File: src/rtl/sys_defs.sv
// Shared machine-wide definitions: issue width, functional-unit counts,
// unit latencies, instruction category and the reservation-station entry.
package sys_defs;

    localparam int N           = 3;
    localparam int NUM_FU_ALU  = 3;
    localparam int NUM_FU_MULT = 1;
    localparam int NUM_FU_BR   = 1;
    localparam int NUM_FU_MEM  = 1;
    localparam int MULT_LAT    = 4;

    typedef enum logic [2:0] {
        CAT_ALU    = 3'd0,
        CAT_CSR    = 3'd1,
        CAT_MULT   = 3'd2,
        CAT_BRANCH = 3'd3,
        CAT_MEM    = 3'd4
    } fu_cat_e;

    typedef struct packed {
        fu_cat_e    cat;
        logic [7:0] tag;
    } RS_ENTRY;

endpackage

File: src/rtl/fu_busy_tracker.sv
// Occupancy tracker for one non-pipelined unit.
// IS_MULT=1: down-counter loaded with LAT on allocation, cleared by flush.
// IS_MULT=0: busy flag set on allocation, cleared by done; flush ignored
//            because an outstanding memory access must still complete.
module fu_busy_tracker #(
    parameter bit IS_MULT = 1'b1,
    parameter int LAT     = 1
) (
    input  logic clock,
    input  logic reset,
    input  logic alloc,
    input  logic flush,
    input  logic done,
    output logic avail
);

    localparam int CW = $clog2(LAT + 1);

    logic [CW-1:0] cnt;

    // Occupancy state: load on allocation, then count down or wait for done.
    always_ff @(posedge clock or negedge reset) begin
        if (!reset) begin
            cnt <= '0;
        end else if (alloc) begin
            cnt <= IS_MULT ? CW'(LAT) : CW'(1);
        end else if (IS_MULT && flush) begin
            cnt <= '0;
        end else if (IS_MULT && (cnt != '0)) begin
            cnt <= cnt - CW'(1);
        end else if (!IS_MULT && done) begin
            cnt <= '0;
        end
    end

    // Availability comes from registered state only.
    assign avail = (cnt == '0);

endmodule

File: src/rtl/issue_fu_alloc.sv
// Functional-unit allocator: steers up to N issued instructions per cycle to
// free ALU / MULT / branch / MEM units in slot order and registers the
// per-unit requests. A slot with no free unit is dropped and flagged.
module issue_fu_alloc #(
    parameter int N        = sys_defs::N,
    parameter int NUM_ALU  = sys_defs::NUM_FU_ALU,
    parameter int NUM_MULT = sys_defs::NUM_FU_MULT,
    parameter int NUM_BR   = sys_defs::NUM_FU_BR,
    parameter int NUM_MEM  = sys_defs::NUM_FU_MEM,
    parameter int MULT_LAT = sys_defs::MULT_LAT
) (
    input  logic                             clock,
    input  logic                             reset,
    input  logic [N-1:0]                     issue_valid,
    input  sys_defs::RS_ENTRY [N-1:0]        issued_entries,
    input  logic                             mispredict,
    input  logic [NUM_MEM-1:0]               mem_done,
    output logic [NUM_ALU-1:0]               alu_valid,
    output sys_defs::RS_ENTRY [NUM_ALU-1:0]  alu_entry,
    output logic [NUM_MULT-1:0]              mult_valid,
    output sys_defs::RS_ENTRY [NUM_MULT-1:0] mult_entry,
    output logic [NUM_BR-1:0]                br_valid,
    output sys_defs::RS_ENTRY [NUM_BR-1:0]   br_entry,
    output logic [NUM_MEM-1:0]               mem_valid,
    output sys_defs::RS_ENTRY [NUM_MEM-1:0]  mem_entry,
    output logic [NUM_ALU-1:0]               alu_avail,
    output logic [NUM_MULT-1:0]              mult_avail,
    output logic [NUM_BR-1:0]                branch_avail,
    output logic [NUM_MEM-1:0]               mem_avail,
    output logic                             alloc_error
);

    logic [NUM_ALU-1:0]               alu_take;
    logic [NUM_MULT-1:0]              mult_take;
    logic [NUM_BR-1:0]                br_take;
    logic [NUM_MEM-1:0]               mem_take;
    sys_defs::RS_ENTRY [NUM_ALU-1:0]  alu_pick;
    sys_defs::RS_ENTRY [NUM_MULT-1:0] mult_pick;
    sys_defs::RS_ENTRY [NUM_BR-1:0]   br_pick;
    sys_defs::RS_ENTRY [NUM_MEM-1:0]  mem_pick;
    logic                             found;
    logic                             drop;

    // ALU and branch units are fully pipelined and always accept work.
    assign alu_avail    = '1;
    assign branch_avail = '1;

    // Slot-order scan: each valid slot claims the lowest free unit of its class.
    always_comb begin
        alu_take  = '0;
        mult_take = '0;
        br_take   = '0;
        mem_take  = '0;
        alu_pick  = '0;
        mult_pick = '0;
        br_pick   = '0;
        mem_pick  = '0;
        found     = 1'b0;
        drop      = 1'b0;
        for (int s = 0; s < N; s++) begin
            found = 1'b0;
            if (issue_valid[s] && !mispredict) begin
                case (issued_entries[s].cat)
                    sys_defs::CAT_ALU, sys_defs::CAT_CSR: begin
                        for (int u = 0; u < NUM_ALU; u++) begin
                            if (!found && alu_avail[u] && !alu_take[u]) begin
                                alu_take[u] = 1'b1;
                                alu_pick[u] = issued_entries[s];
                                found       = 1'b1;
                            end
                        end
                    end
                    sys_defs::CAT_MULT: begin
                        for (int u = 0; u < NUM_MULT; u++) begin
                            if (!found && mult_avail[u] && !mult_take[u]) begin
                                mult_take[u] = 1'b1;
                                mult_pick[u] = issued_entries[s];
                                found        = 1'b1;
                            end
                        end
                    end
                    sys_defs::CAT_BRANCH: begin
                        for (int u = 0; u < NUM_BR; u++) begin
                            if (!found && branch_avail[u] && !br_take[u]) begin
                                br_take[u] = 1'b1;
                                br_pick[u] = issued_entries[s];
                                found      = 1'b1;
                            end
                        end
                    end
                    sys_defs::CAT_MEM: begin
                        for (int u = 0; u < NUM_MEM; u++) begin
                            if (!found && mem_avail[u] && !mem_take[u]) begin
                                mem_take[u] = 1'b1;
                                mem_pick[u] = issued_entries[s];
                                found       = 1'b1;
                            end
                        end
                    end
                    default: found = 1'b0;
                endcase
                if (!found) begin
                    drop = 1'b1;
                end
            end
        end
    end

    // Request registers: valids pulse for one cycle, entries load on allocation.
    always_ff @(posedge clock or negedge reset) begin
        if (!reset) begin
            alu_valid   <= '0;
            mult_valid  <= '0;
            br_valid    <= '0;
            mem_valid   <= '0;
            alu_entry   <= '0;
            mult_entry  <= '0;
            br_entry    <= '0;
            mem_entry   <= '0;
            alloc_error <= 1'b0;
        end else begin
            alu_valid   <= alu_take;
            mult_valid  <= mult_take;
            br_valid    <= br_take;
            mem_valid   <= mem_take;
            alloc_error <= drop;
            for (int u = 0; u < NUM_ALU; u++) begin
                if (alu_take[u]) alu_entry[u] <= alu_pick[u];
            end
            for (int u = 0; u < NUM_MULT; u++) begin
                if (mult_take[u]) mult_entry[u] <= mult_pick[u];
            end
            for (int u = 0; u < NUM_BR; u++) begin
                if (br_take[u]) br_entry[u] <= br_pick[u];
            end
            for (int u = 0; u < NUM_MEM; u++) begin
                if (mem_take[u]) mem_entry[u] <= mem_pick[u];
            end
        end
    end

    // One occupancy tracker per multiplier and per memory unit.
    for (genvar i = 0; i < NUM_MULT; i++) begin : g_mult
        fu_busy_tracker #(.IS_MULT(1'b1), .LAT(MULT_LAT)) u_trk (
            .clock (clock),
            .reset (reset),
            .alloc (mult_take[i]),
            .flush (mispredict),
            .done  (1'b0),
            .avail (mult_avail[i])
        );
    end

    for (genvar i = 0; i < NUM_MEM; i++) begin : g_mem
        fu_busy_tracker #(.IS_MULT(1'b0), .LAT(1)) u_trk (
            .clock (clock),
            .reset (reset),
            .alloc (mem_take[i]),
            .flush (mispredict),
            .done  (mem_done[i]),
            .avail (mem_avail[i])
        );
    end

endmodule

File: config.mk
export PLATFORM = sky130hd
export DESIGN_NAME = issue_fu_alloc
export DESIGN_NICKNAME = d
export VERILOG_FILES = /design/src/rtl/sys_defs.sv /design/src/rtl/fu_busy_tracker.sv /design/src/rtl/issue_fu_alloc.sv
export SDC_FILE = /design/constraint.sdc
export NUM_CORES = 1
export LEC_CHECK = 0
export BUFFER_PORTS_ARGS = -buffer_cell sky130_fd_sc_hd__buf_2
export CAP_MARGIN = 20
export CORE_UTILIZATION = 45
export CTS_CLUSTER_SIZE = 10
export DETAILED_ROUTE_END_ITERATION = 10
export HOLD_SLACK_MARGIN = 0.03
export PLACE_DENSITY_LB_ADDON = 0.08
export SLEW_MARGIN = 20
export SYNTH_ARGS = -nofsm -noshare
export SYNTH_HDL_FRONTEND = slang
export SYNTH_SLANG_ARGS = --single-unit
File: constraint.sdc
create_clock -name clock -period 2.6 [get_ports clock]
set_input_delay 0.13 -clock clock [delete_from_list [all_inputs] [get_ports clock]]
set_output_delay 0.13 -clock clock [all_outputs]
set_load 0.03 [all_outputs]
==> results of run 1 <==
[flip-flops by register name, summed over array words and instances (netlist names)]
signal / flops
alu_valid: 3
mem_entry: 11
g_mem.u_trk.cnt: 1
br_valid: 1
alu_entry: 33
mem_valid: 1
alloc_error: 1
br_entry: 11
mult_valid: 1
mult_entry: 11
g_mult.u_trk.cnt: 3
[cells in the mapped netlist (9+ instances only)]
| cell type | n | area (µm²) |
|---|---|---|
| nor2_1 | 41 | 154 |
| a21o_1 | 9 | 67.6 |
| and3_1 | 11 | 68.8 |
| a211oi_1 | 17 | 128 |
| dfrtp_1 | 77 | 1930 |
| o22ai_1 | 19 | 119 |
| and2_1 | 9 | 56.3 |
| mux2i_1 | 9 | 90.1 |
| a21oi_1 | 9 | 45.0 |
[power breakdown]
group	switching [mW]	internal, mW	total [mW]
sequential	0.139	1.42	1.56
combinational	0.823	0.425	1.25
clock	0.447	0.438	0.885
[cells by family (layout without fill, tap and decap cells)]
group,count (synthesis),count (layout),synth area share [%]
AO/OA/AOI/OAI,99,99,19.7
XOR/XNOR,2,2,0.666
adder cells (fa/ha/maj),2,2,0.665
buffers and inverters,31,146,4.96
flip-flops,77,77,51.2
multiplexers,18,18,5.09
other,1,4,0.0997
AND/OR/NAND/NOR,112,112,17.5
[metrics by stage]
stage | hold WS, ns | utilization (%) | setup slack, ns | std cells
floorplan | -0.166 | - | 0.273 | 345
global placement | 0.313 | 55.2 | 0.520 | 543
detailed placement | 0.325 | 55.2 | 0.476 | 543
CTS | 0.0421 | 57.9 | 0.462 | 561
global route | 0.0499 | 58.3 | 0.270 | 562
finish | 0.0535 | 58.3 | 0.466 | 562
[how the worst max path moves through the flow]
| stage | startpoint | to | slack (ns) |
|---|---|---|---|
| 2_1_floorplan | g_mult[0].u_trk.cnt[0]$_DFFE_PN0P_ | mult_entry[0]$_DFFE_PN0P_ | 0.27 |
| 3_3_place_gp | g_mult[0].u_trk.cnt[0]$_DFFE_PN0P_ | mult_entry[4]$_DFFE_PN0P_ | 0.52 |
| 3_5_place_dp | g_mult[0].u_trk.cnt[0]$_DFFE_PN0P_ | mult_entry[0]$_DFFE_PN0P_ | 0.48 |
| 4_1_cts | g_mem[0].u_trk.cnt$_DFFE_PN0P_ | g_mem[0].u_trk.cnt$_DFFE_PN0P_ | 0.46 |
| 5_1_grt | g_mem[0].u_trk.cnt$_DFFE_PN0P_ | g_mem[0].u_trk.cnt$_DFFE_PN0P_ | 0.27 |
| 6_report | g_mem[0].u_trk.cnt$_DFFE_PN0P_ | g_mem[0].u_trk.cnt$_DFFE_PN0P_ | 0.47 |
[per-layer routing]
metal	vias to the layer above	global-route usage, %	wire (µm)
met5	-	0	0
met4	0	7.31	159
met3	15	5.85	750
met2	143	37.1	4530
met1	1531	36.5	4850
li1	1490	-	-
[what timing repair did]
action,4_1_cts,5_1_grt
hold buffers,3,0
hold endpoints to repair,79,0
buffers inserted,0,0
[layout by cell type, fill, tap and decap left out, drive strengths merged, types with 2 or more instances in the layout]
master	instances
clkinvlp	2
buf	120
clkinv	2
a221o	8
nor2b	6
o21ai	5
mux2	9
nand3	5
ha	2
o2bb2ai	8
nand3b	3
dfrtp	77
a22o	8
inv	9
and2	9
a22oi	7
a21o	9
nor3b	2
nand4	2
clkbuf	9
o211ai	2
a21oi	10
mux2i	9
o22ai	19
and3	11
or3	2
nand2	8
a211oi	17
and4	2
conb	4
dlygate4sd3	3
nor4b	3
nor3	5
nand2b	6
nor2	42
[layout make-up]
type / instances / area (µm²) / area share [%]
Clock inverter: 6 / 63.8 / 1.39
Timing Repair Buffer: 123 / 668 / 14.5
Tap cell: 102 / 128 / 2.78
Sequential cell: 77 / 1930 / 41.9
Multi-Input combinational cell: 237 / 1660 / 36.1
Clock buffer: 9 / 124 / 2.69
Inverter: 8 / 30.0 / 0.653
==> metrics.txt, run 1 <==
status=completed; fin nets=roughly 500; Fmax achieved=around 470 MHz; largest net degree at the start of global routing=about 80; Starting DRT DRC Count=190; row cnt=32; Hold Crit Depth=2; H-tree depth=3; layout cell share with drive strength beyond 1=35.7%; Mapped Avg Cell Area=11.0 µm²; WP buf/inv=0; Min Clock Period, post-route=2.13 ns; Stages on worst setup path=4; dpl hpwl=between 7 and 8 mm; clk sinks=between 70 and 80; min-delay src=issued_entries[1]; number of synthesized flops with an enable pin=0; Synth Instances=between 300 and 400; Final TNS setup=0 ns; post-synthesis sequential area ratio=between 50% and 60%; period utilisation layout=approximately 80%; Post-synth ARST share=100%; crit end category=flop; Die H=93.4 µm; reg2reg start=g_mem[0].u_trk.cnt$_DFFE_PN0P_; Critical Path Fanout Max=13; Pins Over Slew Limit=0; Via density=5.66; CP max-delay cell=a21oi_1; Vias=around 3200; Clock transition at path regs=approximately 0.080 ns; drt pass-1 iters=4; die width=about 93 µm; I/O Buffers=around 110; crit path kind=reg -> reg; Power Total=between 3 and 4 mW; later-pin clock latency in the skew report=0.35 ns; Ant. Diodes=0; Max Cap Viol=0; critical path required time=approximately 2.8 ns; remaining antenna violation count=0; total gr overflow=0; vias in the first global route=roughly 3000; cell family contributing the most delay on the critical path=compound AO/OA/AOI/OAI gates; CTS resizes=0; Final Skew=0.00751 ns; VDD IR-drop max=0.000459 V; All-Layer GR Usage=roughly a quarter; slowest cell delay on critical path=~0.85 ns; WP data arrival=roughly 2.3 ns; Reg2Reg Setup Slack=about 0.47 ns; Register-to-Register Path Depth=4; Hold Path End=alu_entry[1]$_DFFE_PN0P_; Num CTS Buffers=9; Post-Route WL=between 10 and 15 mm; Yosys cell types=57; Top Ports=119; CTS max path bufs=2; Cell Area, Synth=3760 µm²; drt drc=0; worst path cell trace=nor4b_1, and2_1, a21oi_1, o21ai_0; Clock Root Buffer=clkbuf_8; Max transition margin=~33%; Initial Utilization=between 40 and 50%; Synth Flop Type=dfrtp_1; path type of the worst min-delay path=in -> reg; Yosys reg bits=77; final hold violation count=0; Worst Setup Start Kind=flop; PwrDens=803 nW/µm²; core area=around 8000 µm²; Setup Viol. Count Final=0; Die Area=8720 µm²; drt wl/cell=between 15 and 20 µm; first-pass GRT wire length=16.4 mm; initial antenna violation count=0; CTS tree=done; area grow syn2layout=22.3%; RSZ-0062 raised after global routing=false; routability cong.=around 0.9; FF-to-FF End=g_mem[0].u_trk.cnt$_DFFE_PN0P_; Worst-Margin Slew=approximately 1.0 ns; DP Area=4350 µm²; YS warnings=0; Final Cell Area=~4600 µm²; Lkg Pwr=about 2.3 nW; Layout fillers=745
Power figures use the tool's default switching activity.
==> run 2, diff against run 1 <==
==> constraint.sdc (replaced) <==
create_clock -name clock -period 2 [get_ports clock]
set_input_delay 0.1 -clock clock [delete_from_list [all_inputs] [get_ports clock]]
set_output_delay 0.1 -clock clock [all_outputs]
set_load 0.03 [all_outputs]
==> metrics.txt, run 2 (synthesis gave the netlist of run 1 again) <==
I/O Buffers=around 110; Top Ports=around 120; status=completed; Clock transition at path regs=around 0.080 ns; total gr overflow=0; Comb pwr share=between 30% and 40%; drt drc=0; clock network power share=between 20% and 30%; sequential share of power=~40%; Min Clock Period, post-route=~2.0 ns; Final Core Density=around 61%; Worst-Margin Slew=about 0.95 ns; min-delay src=issued_entries[5]; crit path kind=reg -> reg; Max transition margin=roughly 37%; routability cong.=about 0.86; Final Skew=~0.0050 ns; FF-to-FF End=mult_entry[5]$_DFFE_PN0P_; placed insts=between 500 and 600; vias in the first global route=approximately 3200; Ant. Diodes=0; later-pin clock latency in the skew report=between 0.3 and 0.4 ns; Worst Setup Start Kind=flop; Layout Cells excl Fill=around 580; Clock Root Buffer=clkbuf_8; All-Layer GR Usage=around a quarter; Psw=1.87 mW; CTS tree=done; Post-Route WL=approximately 10 mm; core area=~7900 µm²; Pins Over Slew Limit=0; dpl hpwl=just under 8 mm; drt pass-1 iters=4; Hold Path End=alu_entry[5]$_DFFE_PN0P_; final hold violation count=0; commonest non-fill, non-tap cell in the layout=buf_2; Via density=5.47; layout cell share with drive strength beyond 1=around two fifths; WP data arrival=between 2 and 2.5 ns; first-pass GRT wire length=roughly 17 mm; path type of the worst min-delay path=in -> reg; Max Cap Viol=0; Layout fillers=between 700 and 800; clk sinks=77; area grow syn2layout=27.7%; die width=around 93 µm; critical path required time=2.24 ns; Reg2Reg Setup Slack=just over 0.03 ns; Hold Crit Depth=2; reg2reg start=g_mult[0].u_trk.cnt[0]$_DFFE_PN0P_; largest net degree at the start of global routing=40; DP Area=4490 µm²; WHS=~0.039 ns; Vias=~3200; Critical Path Fanout Max=8; CTS max path bufs=2; Num CTS Buffers=9; period utilisation layout=around 98%; Die H=93.4 µm; PwrDens=between 1000 and 1500 nW/µm²; Setup Viol. Count Final=0; max reg flops=33; drt wl/cell=roughly 18 µm; Sw Share=38.0%; remaining antenna violation count=0; Pint=between 3 and 4 mW; most frequent cells in the layout=buf_2 (113), dfrtp_1 (77), nor2_1 (40); crit end category=flop; crit path launch=g_mult[0].u_trk.cnt[0]$_DFFE_PN0P_; initial antenna violation count=0; largest register by flop count=alu_entry; Fmax achieved=~510 MHz; row cnt=32; H-tree depth=3; Initial Utilization=between 40% and 50%; Lkg Pwr=around 2.4 nW; Die Area=just under 9000 µm²; fin nets=between 500 and 600; Register-to-Register Path Depth=9; Final Cell Area=around 4800 µm²; VDD IR-drop max=roughly 0.00063 V; Starting DRT DRC Count=between 200 and 300
==> run 2: per-layer routing <==
layer  global-route usage [%]  vias to the layer above  share of wire (%)
li1                         -                     1539                  -
met1                     36.6                     1513                 48
met2                     38.4                      131                 44
met3                     5.69                       10                6.5
met4                     7.44                        0               0.93
met5                        0                        -                  0
==> run 2: timing repair <==
action	in CTS	in global routing
setup buffers	0	2
hold buffers	9	0
setup endpoints to repair	0	8
endpoints found under the hold margin	45	0
gates resized for setup	0	4
==> run 2: metrics by stage <==
step	TNS (ns)	total power [mW]	setup WS (ns)
2_1_floorplan	-0.449	3.17	-0.0561
3_3_place_gp	0	3.69	0.110
5_1_grt	-0.0652	5.16	-0.0196
4_1_cts	0	4.93	0.0328
6_report	0	4.90	0.0305
3_5_place_dp	0	3.72	0.0474
==> run 2: final cells by class <==
class                      instances  area (µm²)  area share, %
tap                              102         128           2.66
sequential                        77        1930           40.1
clock inverter                     6        68.8           1.43
inverter                           8        30.0          0.626
timing repair buffer             144         833           17.4
clock buffer                      10         128           2.66
multi-input combinational        237        1690           35.1
==> run 2: how the worst max path moves through the flow <==
stage | endpoint | cells after the start
after floorplan | mult_entry[0]$_DFFE_PN0P_ | 10
after CTS | mult_entry[5]$_DFFE_PN0P_ | 7
after detailed placement | mult_entry[5]$_DFFE_PN0P_ | 7
final | mult_entry[5]$_DFFE_PN0P_ | 9
after global routing | mult_entry[0]$_DFFE_PN0P_ | 9
after global placement | mult_entry[4]$_DFFE_PN0P_ | 7
==> run 2: critical path, cell delays in order (launching register included) <==
cell     delay, ns
dfrtp_1       0.41
inv_2         0.09
ha_4          0.15
ha_4          0.14
nor2b_4       0.14
and4_4        0.23
a211o_1       0.17
nor3b_4       0.06
buf_4         0.16
a221o_1       0.32
==> run 2: power groups by stage <==
stage | combinational [mW] | sequential [mW] | clock, mW
floorplan | 0.621 | 2.55 | 0
global placement | 1.65 | 2.04 | 0
detailed placement | 1.68 | 2.04 | 0
CTS | 1.70 | 2.01 | 1.21
global route | 1.83 | 2.05 | 1.27
finish | 1.71 | 2.02 | 1.17
